## src/rtl/baud_tick_gen.sv

```systemverilog
// Baud tick generator: fractional clock divider producing oversample and bit-rate
// enables, with an atomically updated divisor, an enable bit, register readback,
// and a resync input that aligns the bit phase to mid-bit.
module baud_tick_gen #(
    parameter int unsigned DIV_W    = 16,
    parameter int unsigned FRAC_W   = 4,
    parameter int unsigned OVS      = 16,
    parameter int unsigned RST_DIV  = 325,
    parameter int unsigned RST_FRAC = 8
) (
    input  logic             clk,
    input  logic             rst,
    input  logic [1:0]       addr,
    input  logic             wr_en,
    input  logic [7:0]       wr_data,
    output logic [7:0]       rd_data,
    input  logic             resync,
    output logic             sample_tick,
    output logic             bit_tick,
    output logic [DIV_W-1:0] div_active
);

    localparam int unsigned OS_W = (OVS > 2) ? $clog2(OVS) : 1;

    localparam logic [1:0] A_DIV_LO = 2'b00;
    localparam logic [1:0] A_DIV_HI = 2'b01;
    localparam logic [1:0] A_FRAC   = 2'b10;
    localparam logic [1:0] A_CTRL   = 2'b11;

    logic [7:0]        lo_stage, lo_nxt;
    logic [DIV_W-1:0]  div_reg, div_nxt;
    logic [FRAC_W-1:0] frac_reg, frac_nxt;
    logic              en, en_nxt;
    logic [DIV_W-1:0]  cnt, cnt_nxt;
    logic [FRAC_W-1:0] acc, acc_nxt;
    logic [OS_W-1:0]   os_cnt, os_nxt;

    logic [15:0]       hi_cat;
    logic              div_hi_wr;
    logic [DIV_W-1:0]  n_cur, n_new;
    logic [FRAC_W:0]   acc_sum;
    logic              tick_c;

    // Tick enables are decoded straight from the counter state.
    assign tick_c      = en & (cnt == '0) & ~rst;
    assign sample_tick = tick_c;
    assign bit_tick    = tick_c & (os_cnt == OS_W'(OVS - 1));
    assign div_active  = div_reg;

    // Register readback of the active configuration (not the low-byte staging register).
    always_comb begin
        rd_data = 8'h00;
        case (addr)
            A_DIV_LO: rd_data = div_reg[7:0];
            A_DIV_HI: rd_data = 8'(div_reg >> 8);
            A_FRAC:   rd_data = 8'(frac_reg);
            default:  rd_data = {7'b0, en};
        endcase
    end

    // Next-state for configuration registers and the divider phase.
    always_comb begin
        lo_nxt    = lo_stage;
        div_nxt   = div_reg;
        frac_nxt  = frac_reg;
        en_nxt    = en;
        cnt_nxt   = cnt;
        acc_nxt   = acc;
        os_nxt    = os_cnt;
        div_hi_wr = 1'b0;
        hi_cat    = {wr_data, lo_stage};

        if (wr_en) begin
            case (addr)
                A_DIV_LO: lo_nxt = wr_data;
                A_DIV_HI: begin
                    div_nxt   = hi_cat[DIV_W-1:0];
                    div_hi_wr = 1'b1;
                end
                A_FRAC:   frac_nxt = wr_data[FRAC_W-1:0];
                default:  en_nxt = wr_data[0];
            endcase
        end

        // A zero divisor behaves as one: a tick every cycle.
        n_cur   = (div_reg == '0) ? DIV_W'(1) : div_reg;
        n_new   = (div_nxt == '0) ? DIV_W'(1) : div_nxt;
        acc_sum = {1'b0, acc} + {1'b0, frac_reg};

        if (!en_nxt || !en) begin
            // Disabled, or just enabled: park the phase at the start of a period.
            cnt_nxt = n_new - DIV_W'(1);
            acc_nxt = '0;
            os_nxt  = '0;
        end else begin
            if (cnt != '0) begin
                cnt_nxt = cnt - DIV_W'(1);
            end else begin
                // Fractional carry stretches the next period by one cycle.
                cnt_nxt = n_cur - DIV_W'(1) + DIV_W'(acc_sum[FRAC_W]);
                acc_nxt = acc_sum[FRAC_W-1:0];
                os_nxt  = os_cnt + OS_W'(1);
            end
            if (div_hi_wr) begin
                cnt_nxt = n_new - DIV_W'(1);
                acc_nxt = '0;
                os_nxt  = '0;
            end
            if (resync) begin
                cnt_nxt = n_new - DIV_W'(1);
                acc_nxt = '0;
                os_nxt  = OS_W'(OVS / 2);
            end
        end
    end

    // State registers.
    always_ff @(posedge clk or posedge rst) begin
        if (rst) begin
            lo_stage <= 8'(RST_DIV);
            div_reg  <= DIV_W'(RST_DIV);
            frac_reg <= FRAC_W'(RST_FRAC);
            en       <= 1'b1;
            cnt      <= DIV_W'(RST_DIV - 1);
            acc      <= '0;
            os_cnt   <= '0;
        end else begin
            lo_stage <= lo_nxt;
            div_reg  <= div_nxt;
            frac_reg <= frac_nxt;
            en       <= en_nxt;
            cnt      <= cnt_nxt;
            acc      <= acc_nxt;
            os_cnt   <= os_nxt;
        end
    end

endmodule

```

## config.mk

```make
export PLATFORM = sky130hd
export DESIGN_NAME = baud_tick_gen
export DESIGN_NICKNAME = d
export VERILOG_FILES = /design/src/rtl/baud_tick_gen.sv
export SDC_FILE = /design/constraint.sdc
export NUM_CORES = 1
export LEC_CHECK = 0
export BUFFER_PORTS_ARGS = -buffer_cell sky130_fd_sc_hd__buf_2
export CAP_MARGIN = 10
export CORE_MARGIN = 10
export CORE_UTILIZATION = 45
export DETAILED_ROUTE_END_ITERATION = 8
export GPL_ROUTABILITY_DRIVEN = 0
export PLACE_DENSITY = 0.62
export SYNTH_ARGS = -nofsm -noshare
export SYNTH_HDL_FRONTEND = slang
export SYNTH_SLANG_ARGS = --single-unit
```

## constraint.sdc

```tcl
create_clock -name clk -period 4.6 [get_ports clk]
set_clock_uncertainty 0.15 [all_clocks]
set_input_delay 0.23 -clock clk [delete_from_list [all_inputs] [get_ports clk]]
set_output_delay 0.23 -clock clk [all_outputs]
set_load 0.05 [all_outputs]
```

# After elaboration in Yosys (flattened, before gate mapping)
# Index checks and enable logic that the tools add are counted.
# op_classes
n_reduce_logical,11
eq_ne,4
bitwise,4
add_sub_neg,6
n_mux,21
# op_table
cell,n
$mux 16,8
$logic_not 16->1,3
$sub 16x1->16 const B,3
$mux 4,8
$pmux 8 s3,1
$add 16x1->16,1
$reduce_bool 16->1,1
$add 4x4->5,1
$add 4x1->4 const B,1
$eq 4x4->1 const B,1
$mux 1,4
$ne 4x4->1 const B,1
$reduce_and 2->1,2
$and 1x1->1,3
$reduce_or 3->1,1
$eq 2x1->1 const B,1
$eq 2x2->1 const B,1
$logic_not 1->1,2
$logic_not 2->1,1
$logic_or 1x1->1,1
$not 1->1,1
# word_totals
out_inout_bits,26
wordCells,53
input_bits,14
ff_bits,53

# Depth between registers and ports, before layout
# Gate-level depths: netlist of the first run.
# depth
depth_word,9
depth_mapped,14
depth_no_buf,13

# Least setup slack after synthesis of the first run
# OpenSTA, ideal clock, no wires.
# synth_timing
kind,register -> register
startpoint,"register div_reg[8], in the netlist div_active[8]"
endpoint,register cnt[13]
period_less_slack_ns,3.324
path_stages_with_launch,13
setup_time_ns,0.137
setup_slack_ns,1.276
path_buffers,2
arrival_ns,3.037
cell_sequence,dfstp_2 -> clkbuf_1 -> nor4_1 -> and3_1 -> a41oi_1 -> ha_1 -> or4b_1 -> buf_2 -> nor3_1 -> nand2_1 -> xnor2_1 -> a211oi_1 -> a21oi_1
# synth_via
elab_chain_cells,8
elab_cells_between_ends,13
# synth_lines
element,line_no,source
from (decl),31,"logic [DIV_W-1:0] div_reg, div_nxt;"
from (signal assigned),121,div_reg <= DIV_W'(RST_DIV);
from (signal assigned),129,div_reg <= div_nxt;
$logic_not 16->1 / $mux 16 (equally long branches),"86, 74",
$mux 16 (on tied branches),"86, 73",
$sub 16x1->16 / $logic_not 16->1 (equally long branches),"100, 87",
$add 16x1->16 / $mux 16 (equally long branches),"100, 87",
$mux 16 / $sub 16x1->16 (equally long branches),n/a,
$mux 16,104,if (div_hi_wr) begin
$mux 16,109,if (resync) begin
$mux 16 (*),90,if (!en_nxt || !en) begin
net cnt_nxt[13],34,"logic [DIV_W-1:0] cnt, cnt_nxt;"
to (signal assigned),124,cnt <= DIV_W'(RST_DIV - 1);
to (signal assigned),132,cnt <= cnt_nxt;
to (decl),34,
# The timed path passes the listed nets; every way through them passes the cells marked *.
# A chain may end at the register's enable or synchronous reset.

# Worst setup path in the final report of the first run
# layout_timing
startpoint,register frac_reg[0]
endpoint,register cnt[13]
# layout_via
elab_chain_cells,6
# layout_lines
element,line_no,source
from (decl),32,"logic [FRAC_W-1:0] frac_reg, frac_nxt;"
from (signal assigned),122,frac_reg <= FRAC_W'(RST_FRAC);
from (signal assigned),130,frac_reg <= frac_nxt;
$add 4x4->5,88,"acc_sum = {1'b0, acc} + {1'b0, frac_reg};"
$add 16x1->16,100,cnt_nxt = n_cur - DIV_W'(1) + DIV_W'(acc_sum[FRAC_W]);
$mux 16,96,if (cnt != '0) begin
$mux 16,104,
$mux 16,109,
$mux 16,90,
net cnt_nxt[13],34,
# The timed path passes the listed nets, and every way through them passes these cells.

==> results of run 1 <==
==> power breakdown <==
| group | switching [mW] | leakage (nW) | internal [mW] |
|---|---|---|---|
| combinational | 0.467 | 1.05 | 0.258 |
| clock | 0.157 | 0.0385 | 0.108 |
| sequential | 0.175 | 0.634 | 0.591 |
| total | 0.799 | 1.72 | 0.957 |
==> worst paths after layout <==
path,startpoint,end,slack (ps),cells after the start
worst max-delay path,frac_reg[0],cnt[13],1340,13
worst min-delay path,resync,os_cnt[3],40,3
worst max register to register,frac_reg[0],cnt[13],1340,13
worst min register to register,lo_stage[0],div_active[0],360,2
max in group asynchronous,rst,acc[3],3340,4
min in group asynchronous,rst,os_cnt[2],490,4
==> cell type report <==
type | count | share of cell area [%]
multi-input cells | 313 | 53.2
flip-flops and latches | 53 | 34.2
repair buffers | 42 | 5.61
well taps | 102 | 3.25
clock buffers | 7 | 1.95
inverters | 17 | 1.63
clock inverters | 1 | 0.191
==> per-layer routing <==
metal	vias up	wire length (µm)	global-route usage [%]
met2	96	4740	28.2
met4	0	193	5.67
met3	16	463	2.40
met5	-	0	0
li1	1491	-	-
met1	1484	4500	23.2
==> cells in the final DEF, fill, tap and decap left out, types with 6 or more instances in the layout <==
cell type,count
nand3_1,12
nor2_1,28
nand2_1,65
a21oi_1,21
dfstp_2,12
ha_1,10
o211ai_1,7
mux2i_1,15
xnor2_1,26
o21ai_0,11
nor3_1,17
mux2_2,14
a211oi_1,6
buf_2,39
dfrtp_1,41
inv_1,16
nor4_1,12
xor2_1,13
==> logic make-up (layout without fill, tap and decap cells) <==
kind of cell | Yosys count | count (layout)
simple gates | 170 | 170
flops | 53 | 53
xor+xnor | 39 | 39
buf+inv | 41 | 67
mux | 30 | 30
compound gates | 63 | 63
fa+ha+maj | 11 | 11
==> worst max-delay path, stage by stage, from the launching register on <==
cell and delay [ps]:
dfrtp_1 410, ha_1 220, inv_1 70, fa_1 200, inv_1 50, a21o_1 170, a21oi_1 220, ha_1 220
or4b_1 560, nor3_1 300, nand2_1 110, xnor2_1 130, a211oi_1 220, a21oi_1 70
==> key figures, run 1 <==
STA
  – Hold Violations, Final: 0
  – RSZ-0062 raised after global routing: no
  – Max-slew violations: 0
  – Fin Hold WS: 44.6 ps
  – Post-layout minimum cycle time: 3260 ps
  – Highest clock rate: 306 MHz
  – Final setup vio count: 0
  – Slew HR: 36.0%
  – Setup TNS: 0 ps
  – Final period utilization: 70.9%
  – Min setup slack post-route: 1340 ps
  – Worst-Margin Slew: 958 ps

Yosys
  – Ys flop type: dfrtp_1
  – Syn nets: 432
  – Seq cells post-synth: 53
  – XOR/XNOR Fraction of Synth Area: 9.51%
  – Cell accounting for the most synthesized area: dfrtp_1
  – Simple-gate portion of the synthesized area: 24.1%
  – Cells after Synth: 407
  – Seq/Total Area, Yosys: 37.3%
  – Synth Cell Area: 0.00359 mm²
  – Post-Synth Adder-Cell Area: 4.04%
  – Post-synth EDFFs: 0
  – Yosys cell types: 55
  – Post-synth top cells: nand2_1, dfrtp_1, nor2_1
  – Cells taking the most area after synthesis: dfrtp_1, dfstp_2, nand2_1
  – Most frequent cell after synthesis: nand2_1
  – Largest family of logic cells by synthesized area: simple AND/OR/NAND/NOR gates
  – Top cell type's share of synthesized area: 28.6%
  – Multiplexer share of the synthesized area: 9.19%
  – Syn Area/Cell: 8.83 µm²
  – Complex-gate fraction of the synthesized area: 11.2%
  – Synth warn: 0
  – Asr flop ratio synth: 100%

Placed design
  – Placed Instances: 526
  – Placed Instance Area: 0.00383 mm²
  – Hpwl dp: 7470 µm
  – Input/output buffers: 39
  – Pre-CTS setup slack: 1290 ps

Power and ir drop
  – Leak Pwr: 1.72 nW
  – Overall power: 1.76 mW
  – Maximum vdd drop: 0.000229 V
  – PD cells: 448 mW/mm²

Clocking
  – Post-cts hold buffer count: 1
  – Clk Tree Root Cell: clkbuf_8
  – Clk slew on worst S/H paths: 100 ps
  – Clock tree buffer depth: 2
  – Clock Latency Late Sink: 310 ps
  – Setup Fix Bufs, Post-CTS: 0
  – Total CTS buffers: 5
  – CTS tree: done
  – Number of gates resized after CTS: 0
  – CTS Sinks: 53
  – Htree depth: 2

Finish
  – Share of post-route cells with drive strength above 1: 18.9%
  – Syn-to-layout area delta: 9.16%
  – Area of the multi-input gates: 0.00209 mm²
  – Diode count: 0
  – Sequential cell area: 0.00134 mm²
  – Nets@finish: 457
  – Final instance area: 0.00392 mm²
  – Layout Cells excl Fill: 535
  – Post-Route Utilization: 50.5%
  – Fill cells: 784

Die
  – Row Count: 32
  – Die Y: 109 µm
  – IO Count: 40
  – Die Width: 109 µm
  – Core area: 0.00777 mm²
  – Initial Utilization: 46.3%
  – Die area: 0.0120 mm²

Global route
  – Gr usage total: 17.3%
  – Largest net degree at the start of global routing: 55
  – Antenna violations before repair: 0
  – Overflow left after global routing: 0
  – Vias in the first global route: 3210
  – First-pass GRT wire length: 16600 µm

Detailed routing
  – Drt initial violations: 212
  – Routed Antenna Nets: 0
  – Vias post-DR: 3087
  – Drt total wl: 9900 µm
  – Vias per cell: 5.77
  – Drt drc: 0
  – DR pass1 iterations: 4
  – Wire length per cell: 18.5 µm

Setup path
  – Startpoint types: flop
  – Worst path required time: 4610 ps
  – WS Path Type: flop to flop
  – Worst path arrival time: 3270 ps
  – Worst-path fanout max: 6
  – CP endpoint kind: flop

Job
  – Max cap viols: 0

Outcome
  – Outcome: finished, final reports clean

Hold path
  – Worst min path class: input port to flop
Power figures use the tool's default switching activity.
==> run 2: changes to the inputs <==
==> constraint.sdc (replaced) <==
create_clock -name clk -period 3.3 [get_ports clk]
set_clock_uncertainty 0.15 [all_clocks]
set_input_delay 0.165 -clock clk [delete_from_list [all_inputs] [get_ports clk]]
set_output_delay 0.165 -clock clk [all_outputs]
set_load 0.05 [all_outputs]
==> run 2 against run 1 <==
Net effect: clock power up 36%; worst setup slack got worse by 1100 ps; final area is 5.1% higher; via count grew 2.5%; utilization up 2.6 points; non-clock buffer count is 25 higher; critical path depth did not move; global-route usage rose by 0.23 points; largest power group is now combinational cells.
==> key figures, run 2 (same netlist as run 1, synthesis figures left out) <==
Detailed routing
  – Routed Antenna Nets: 0 (unchanged)
  – Drt total wl: 10000 µm (+1.0%)
  – Met2 WL: 4820 µm (+1.7%)
  – Drt drc: 0 (unchanged)
  – WL met3: 441 µm (-4.8%)
  – Vias post-DR: 3163 (+2.5%)
  – Top routing layer used: met4
  – DR pass1 iterations: 5 (+1)
  – Wire length per cell: 17.9 µm (-3.5%)
  – M1 WL: 4520 µm (+0.33%)
  – Drt initial violations: 142 (-33%)
  – Vias per cell: 5.65 (-2.1%)

Power and ir drop
  – PD cells: 610 mW/mm² (+36%)
  – Maximum vdd drop: 0.000326 V (+43%)
  – Leak Pwr: 1.84 nW (+7.1%)
  – Overall power: 2.51 mW (+43%)

Clocking
  – Clk Tree Root Cell: clkbuf_8
  – CTS tree: done
  – Total CTS buffers: 5 (unchanged)
  – Clock Latency Late Sink: 310 ps (about the same)
  – Clock tree buffer depth: 2 (unchanged)
  – Clk slew on worst S/H paths: 90 ps (about the same)
  – CTS Sinks: 53 (unchanged)
  – Htree depth: 2 (unchanged)

Hold path
  – Worst min path class: input port to flop

STA
  – Hold Violations, Final: 0 (unchanged)
  – Post-layout minimum cycle time: 3080 ps (-182 ps)
  – Setup TNS: 0 ps (unchanged)
  – Max-slew violations: 0 (unchanged)
  – Highest clock rate: 325 MHz (+5.9%)
  – Worst-Margin Slew: 684 ps (-273 ps)
  – Fin Hold WS: 4.63 ps (-40.0 ps)
  – RSZ-0062 raised after global routing: no
  – Slew HR: 54.4% (+18 points)
  – Final setup vio count: 0 (unchanged)
  – Final period utilization: 93.4% (+22 points)

Setup path
  – WS Path Type: flop to flop
  – Startpoint types: flop
  – Worst-path fanout max: 3 (-3)
  – CP endpoint kind: flop
  – Worst path arrival time: 3120 ps (-150 ps)
  – Worst path required time: 3340 ps (-1270 ps)

Global route
  – Gr usage total: 17.6% (+0.23 points)
  – Overflow left after global routing: 0 (unchanged)
  – First-pass GRT wire length: 16800 µm (+0.83%)
  – Antenna violations before repair: 0 (unchanged)
  – Vias in the first global route: 3248 (+1.2%)
  – Largest net degree at the start of global routing: 54 (-1.8%)

Die
  – Die Y: 109 µm (unchanged)
  – IO Count: 40 (unchanged)
  – Die Width: 109 µm (unchanged)
  – Row Count: 32 (unchanged)
  – Core area: 0.00777 mm² (unchanged)
  – Die area: 0.0120 mm² (unchanged)
  – Initial Utilization: 46.3% (unchanged)

Placed design
  – Input/output buffers: 39 (unchanged)
  – Hpwl dp: 7700 µm (+3.1%)

Finish
  – Syn-to-layout area delta: 14.7%
  – Most frequent cells in the layout: nand2_1, dfrtp_1, buf_2
  – Nets@finish: 482 (+5.5%)
  – Commonest non-fill, non-tap cell in the layout: nand2_1
  – Fill cells: 766 (-2.3%)
  – Share of post-route cells with drive strength above 1: 23.1% (+4.2 points)
  – Post-Route Utilization: 53.1% (+2.6 points)
  – Diode count: 0 (unchanged)

Outcome
  – Outcome: finished, final reports clean

Job
  – Max cap viols: 0 (unchanged)
-- run 2: power breakdown --
group | internal [mW] | total, mW | switching, mW
Combinational | 0.425 | 1.16 | 0.738
Clock | 0.151 | 0.360 | 0.209
Sequential | 0.825 | 0.992 | 0.166
-- run 2: timing repair --
| action | 4_1_cts | 5_1_grt |
|---|---|---|
| endpoints found under the setup margin | 0 | 3 |
| endpoints found under the hold margin | 44 | 0 |
| buffers inserted | 0 | 0 |
| hold buffers | 3 | 0 |
| gates resized for setup | 0 | 2 |
-- run 2: critical path, cell delays in order, from the launching register on --
cell,delay [ps]
dfrtp_1,410
ha_1,220
inv_1,70
fa_1,190
inv_1,50
a21o_1,170
a21oi_1,200
ha_1,220
or4b_4,490
nor3_1,280
nand2_1,110
xnor2_1,130
a211oi_1,220
a21oi_1,60
-- run 2: worst paths after layout --
kind                             start             to  slack, ps  cells past startpoint
max                        frac_reg[0]        cnt[13]        220                     13
min in group asynchronous          rst      os_cnt[0]        450                      4
min                         wr_data[6]    lo_stage[6]          5                      2
min reg2reg                lo_stage[6]  div_active[6]        370                      2
max reg2reg                frac_reg[0]        cnt[13]        220                     13
max in group asynchronous          rst    lo_stage[1]       2110                      4
-- run 2: per-stage QoR --
stage	instances	setup WS, ps	area [µm²]
final	560	219	4120
after global routing	560	12.8	4120
after CTS	560	151	4110
after detailed placement	549	161	4000
after global placement	549	228	4000
after floorplan	407	48.1	3590
-- run 2: final cells by class --
type	instances	area (µm²)	area share (%)
multi-input combinational	313	2100	50.9
sequential	53	1340	32.5
timing repair buffer	67	413	10.0
tap	102	128	3.10
clock buffer	8	80.1	1.94
inverter	17	63.8	1.55
-- run 2: layer usage --
metal | vias to the layer above | global-route usage [%]
met4 | 0 | 5.11
met2 | 84 | 29.7
met1 | 1520 | 22.7
met3 | 19 | 2.57
li1 | 1540 | -
met5 | - | 0
==> run 3: changes to the inputs <==
--- a/config.mk
+++ b/config.mk
@@ -8,10 +8,10 @@
 export BUFFER_PORTS_ARGS = -buffer_cell sky130_fd_sc_hd__buf_2
 export CAP_MARGIN = 10
 export CORE_MARGIN = 10
-export CORE_UTILIZATION = 45
+export CORE_UTILIZATION = 35
 export DETAILED_ROUTE_END_ITERATION = 8
 export GPL_ROUTABILITY_DRIVEN = 0
-export PLACE_DENSITY = 0.62
+export PLACE_DENSITY = 0.5
 export SYNTH_ARGS = -nofsm -noshare
 export SYNTH_HDL_FRONTEND = slang
 export SYNTH_SLANG_ARGS = --single-unit
==> run 3 against run 2 <==
Net effect: via count down 1.2%; die area up 23%; sequential power about the same; sequential cell count unchanged; sequential share of layout area down 0.52 points; largest cell class unchanged.
==> key figures, run 3 (same netlist as run 1, synthesis figures left out) <==
STA
  – Hold Violations, Final: 0 (unchanged)
  – Final setup vio count: 0 (unchanged)
  – Slew HR: 49.2% (-5.2 points)
  – Post-layout minimum cycle time: 3070 ps (-8.65 ps)
  – Highest clock rate: 326 MHz (+0.28%)
  – Max-slew violations: 0 (unchanged)
  – Worst-Margin Slew: 760 ps (+75.9 ps)
  – Final period utilization: 93.1% (-0.26 points)

Power and ir drop
  – Maximum vdd drop: 0.000250 V (-23%)
  – Seq pwr share: 39.3% (about the same)
  – Overall power: 2.56 mW (+1.7%)
  – Switching Fraction: 45.2% (+0.95 points)
  – Leak Pwr: 1.85 nW (+0.37%)
  – Combinational power share: 46.0% (-0.2 points)
  – Sw power: 1.16 mW (+3.9%)
  – PD cells: 611 mW/mm² (about the same)
  – Share of total power in the clock network: 14.7% (+0.4 points)
  – Int Power: 1.40 mW (about the same)

Setup path
  – R2R cell count: 14 (+1)
  – FF-to-FF setup slack: 230 ps (about the same)
  – Crit-path slowest cell: or4b_1
  – Worst r2r dst: cnt[9]
  – Worst R2R Start: frac_reg[0]
  – Peak per-stage delay on the critical path: 540 ps (+50 ps)
  – CP endpoint kind: flop
  – Worst path required time: 3330 ps (about the same)
  – Crit path buf inv count: 3 (+1)
  – Startpoint types: flop
  – WS Path Type: flop to flop
  – Crit-path leading delay family: simple AND/OR/NAND/NOR gates
  – Worst-path fanout max: 4 (+1)
  – Worst path arrival time: 3100 ps (-20 ps)
  – CP Cell Sequence: ha_1, inv_1, fa_1, inv_1, a21o_1, a21oi_1, ha_1, or4b_1, buf_4, nor4_2, xnor2_1, nor2_1, a21oi_1, mux2i_1

Finish
  – Diode count: 0 (unchanged)
  – Commonest non-fill, non-tap cell in the layout: nand2_1
  – Most frequent cells in the layout: nand2_1, dfrtp_1, buf_2
  – Nets@finish: 484 (+0.41%)
  – Share of post-route cells with drive strength above 1: 23.0% (-0.10 points)
  – Layout Cells excl Fill: 593 (+5.9%)
  – Fill cells: 1035 (+35%)
  – Syn-to-layout area delta: 16.5%

Hold path
  – Worst min path class: input port to flop
  – Hold Crit Start: wr_data[1]
  – Hold EP: lo_stage[1]
  – Hold Path Depth: 2 (unchanged)

Detailed routing
  – Drt initial violations: 160 (+13%)
  – Routed Antenna Nets: 0 (unchanged)
  – Drt drc: 0 (unchanged)
  – Wire length per cell: 17.9 µm (+0.47%)
  – DR pass1 iterations: 4 (-1)
  – Vias post-DR: 3124 (-1.2%)
  – Drt total wl: 10600 µm (+6.4%)
  – Vias per cell: 5.27 (-6.7%)

Die
  – Core area: 0.00991 mm² (+28%)
  – Row Count: 36 (+13%)
  – Die Width: 121 µm (+11%)
  – Die Y: 121 µm (+11%)
  – IO Count: 40 (unchanged)
  – Initial Utilization: 36.3% (-10 points)
  – Die area: 0.0147 mm² (+23%)

Clocking
  – Clk Tree Root Cell: clkbuf_8
  – Clock tree buffer depth: 2 (unchanged)
  – Clock Latency Late Sink: 310 ps (about the same)
  – Htree depth: 2 (unchanged)
  – CTS tree: done
  – Setup Fix Bufs, Post-CTS: 0 (unchanged)
  – Clk slew on worst S/H paths: 100 ps (about the same)
  – CTS Sinks: 53 (unchanged)
  – Total CTS buffers: 5 (unchanged)

Global route
  – Met2 Use GR: 23.5% (-6.2 points)
  – Vias in the first global route: 3147 (-3.1%)
  – GR met1 Demand/Resource: 20.1% (-2.7 points)
  – M3 GR Usage: 2.28% (-0.29 points)
  – Antenna violations before repair: 0 (unchanged)
  – Overflow left after global routing: 0 (unchanged)
  – Gr usage total: 14.8% (-2.8 points)
  – Layer with the highest usage: met2
  – Largest net degree at the start of global routing: 54 (unchanged)
  – First-pass GRT wire length: 17400 µm (+3.6%)

Job
  – Max cap viols: 0 (unchanged)

Placed design
  – Hpwl dp: 8160 µm (+5.9%)
  – Input/output buffers: 39 (unchanged)
  – Placed Instances: 579 (+5.5%)

Outcome
  – Outcome: finished, final reports clean
[run 3: changes by cell type in the layout (fill, tap and decap cells not counted)]
cell	before	now
dlygate4sd3_1	3	6
buf_4	25	24
nor3_2	0	1
clkbuf_1	3	2
or4b_4	1	0
or4b_1	1	2
clkinvlp_4	0	1
nor3_1	17	16
[run 3: layer usage]
layer | vias to the layer above | share of wire, %
met5 | - | 0
met4 | 0 | 1.4
met3 | 9 | 3.7
met2 | 66 | 46
met1 | 1504 | 49
li1 | 1545 | -
[run 3: how the worst max path moves through the flow]
stage,cells after the start,slack (ps),startpoint,to
after detailed placement,14,200,frac_reg[0],cnt[9]
after floorplan,12,50,div_active[9],cnt[13]
after CTS,14,180,frac_reg[0],cnt[9]
after global placement,14,230,frac_reg[0],cnt[9]
final,14,230,frac_reg[0],cnt[9]
after global routing,14,-4,frac_reg[0],cnt[9]
[run 3: timing repair]
action,CTS,global route
hold endpoints to repair,48,0
hold buffers,6,0
resized for setup,0,2
endpoints found under the setup margin,0,2
[run 3: power by group through the flow]
stage	combinational, mW	clock (mW)	sequential [mW]
after floorplan	0.679	0	1.12
after detailed placement	1.16	0	1.01
final	1.18	0.376	1.00
after global placement	1.17	0	1.01
after global routing	1.28	0.413	1.03
after CTS	1.17	0.387	1.00
[run 3: stage by stage]
| step | setup slack (ps) | TNS [ps] | utilization (%) | area (µm²) | hold slack, ps |
|---|---|---|---|---|---|
| 6_report | 228 | 0 | 42.3 | 4190 | 25.4 |
| 5_1_grt | -4.21 | -4.21 | 42.3 | 4190 | 21.2 |
| 4_1_cts | 180 | 0 | 42.1 | 4180 | 19.7 |
| 3_5_place_dp | 202 | 0 | 40.7 | 4030 | 267 |
| 3_3_place_gp | 235 | 0 | 40.7 | 4030 | 268 |
| 2_1_floorplan | 48.1 | 0 | - | 3590 | 135 |
[run 3: layout make-up]
type                       count  area (µm²)  share of cell area, %
tap                          133         166                   3.97
clock inverter                 1        7.51                  0.179
clock buffer                   7        76.3                   1.82
sequential                    53        1340                   32.0
multi-input combinational    313        2100                   50.1
timing repair buffer          69         435                   10.4
inverter                      17        63.8                   1.52
[run 3: worst register-to-register path: stages, from the launching register on]
cell and delay, ps:
dfrtp_1 410, ha_1 220, inv_1 70, fa_1 190
inv_1 50, a21o_1 170, a21oi_1 140, ha_1 200
or4b_1 540, buf_4 200, nor4_2 180, xnor2_1 150
nor2_1 60, a21oi_1 140, mux2i_1 90
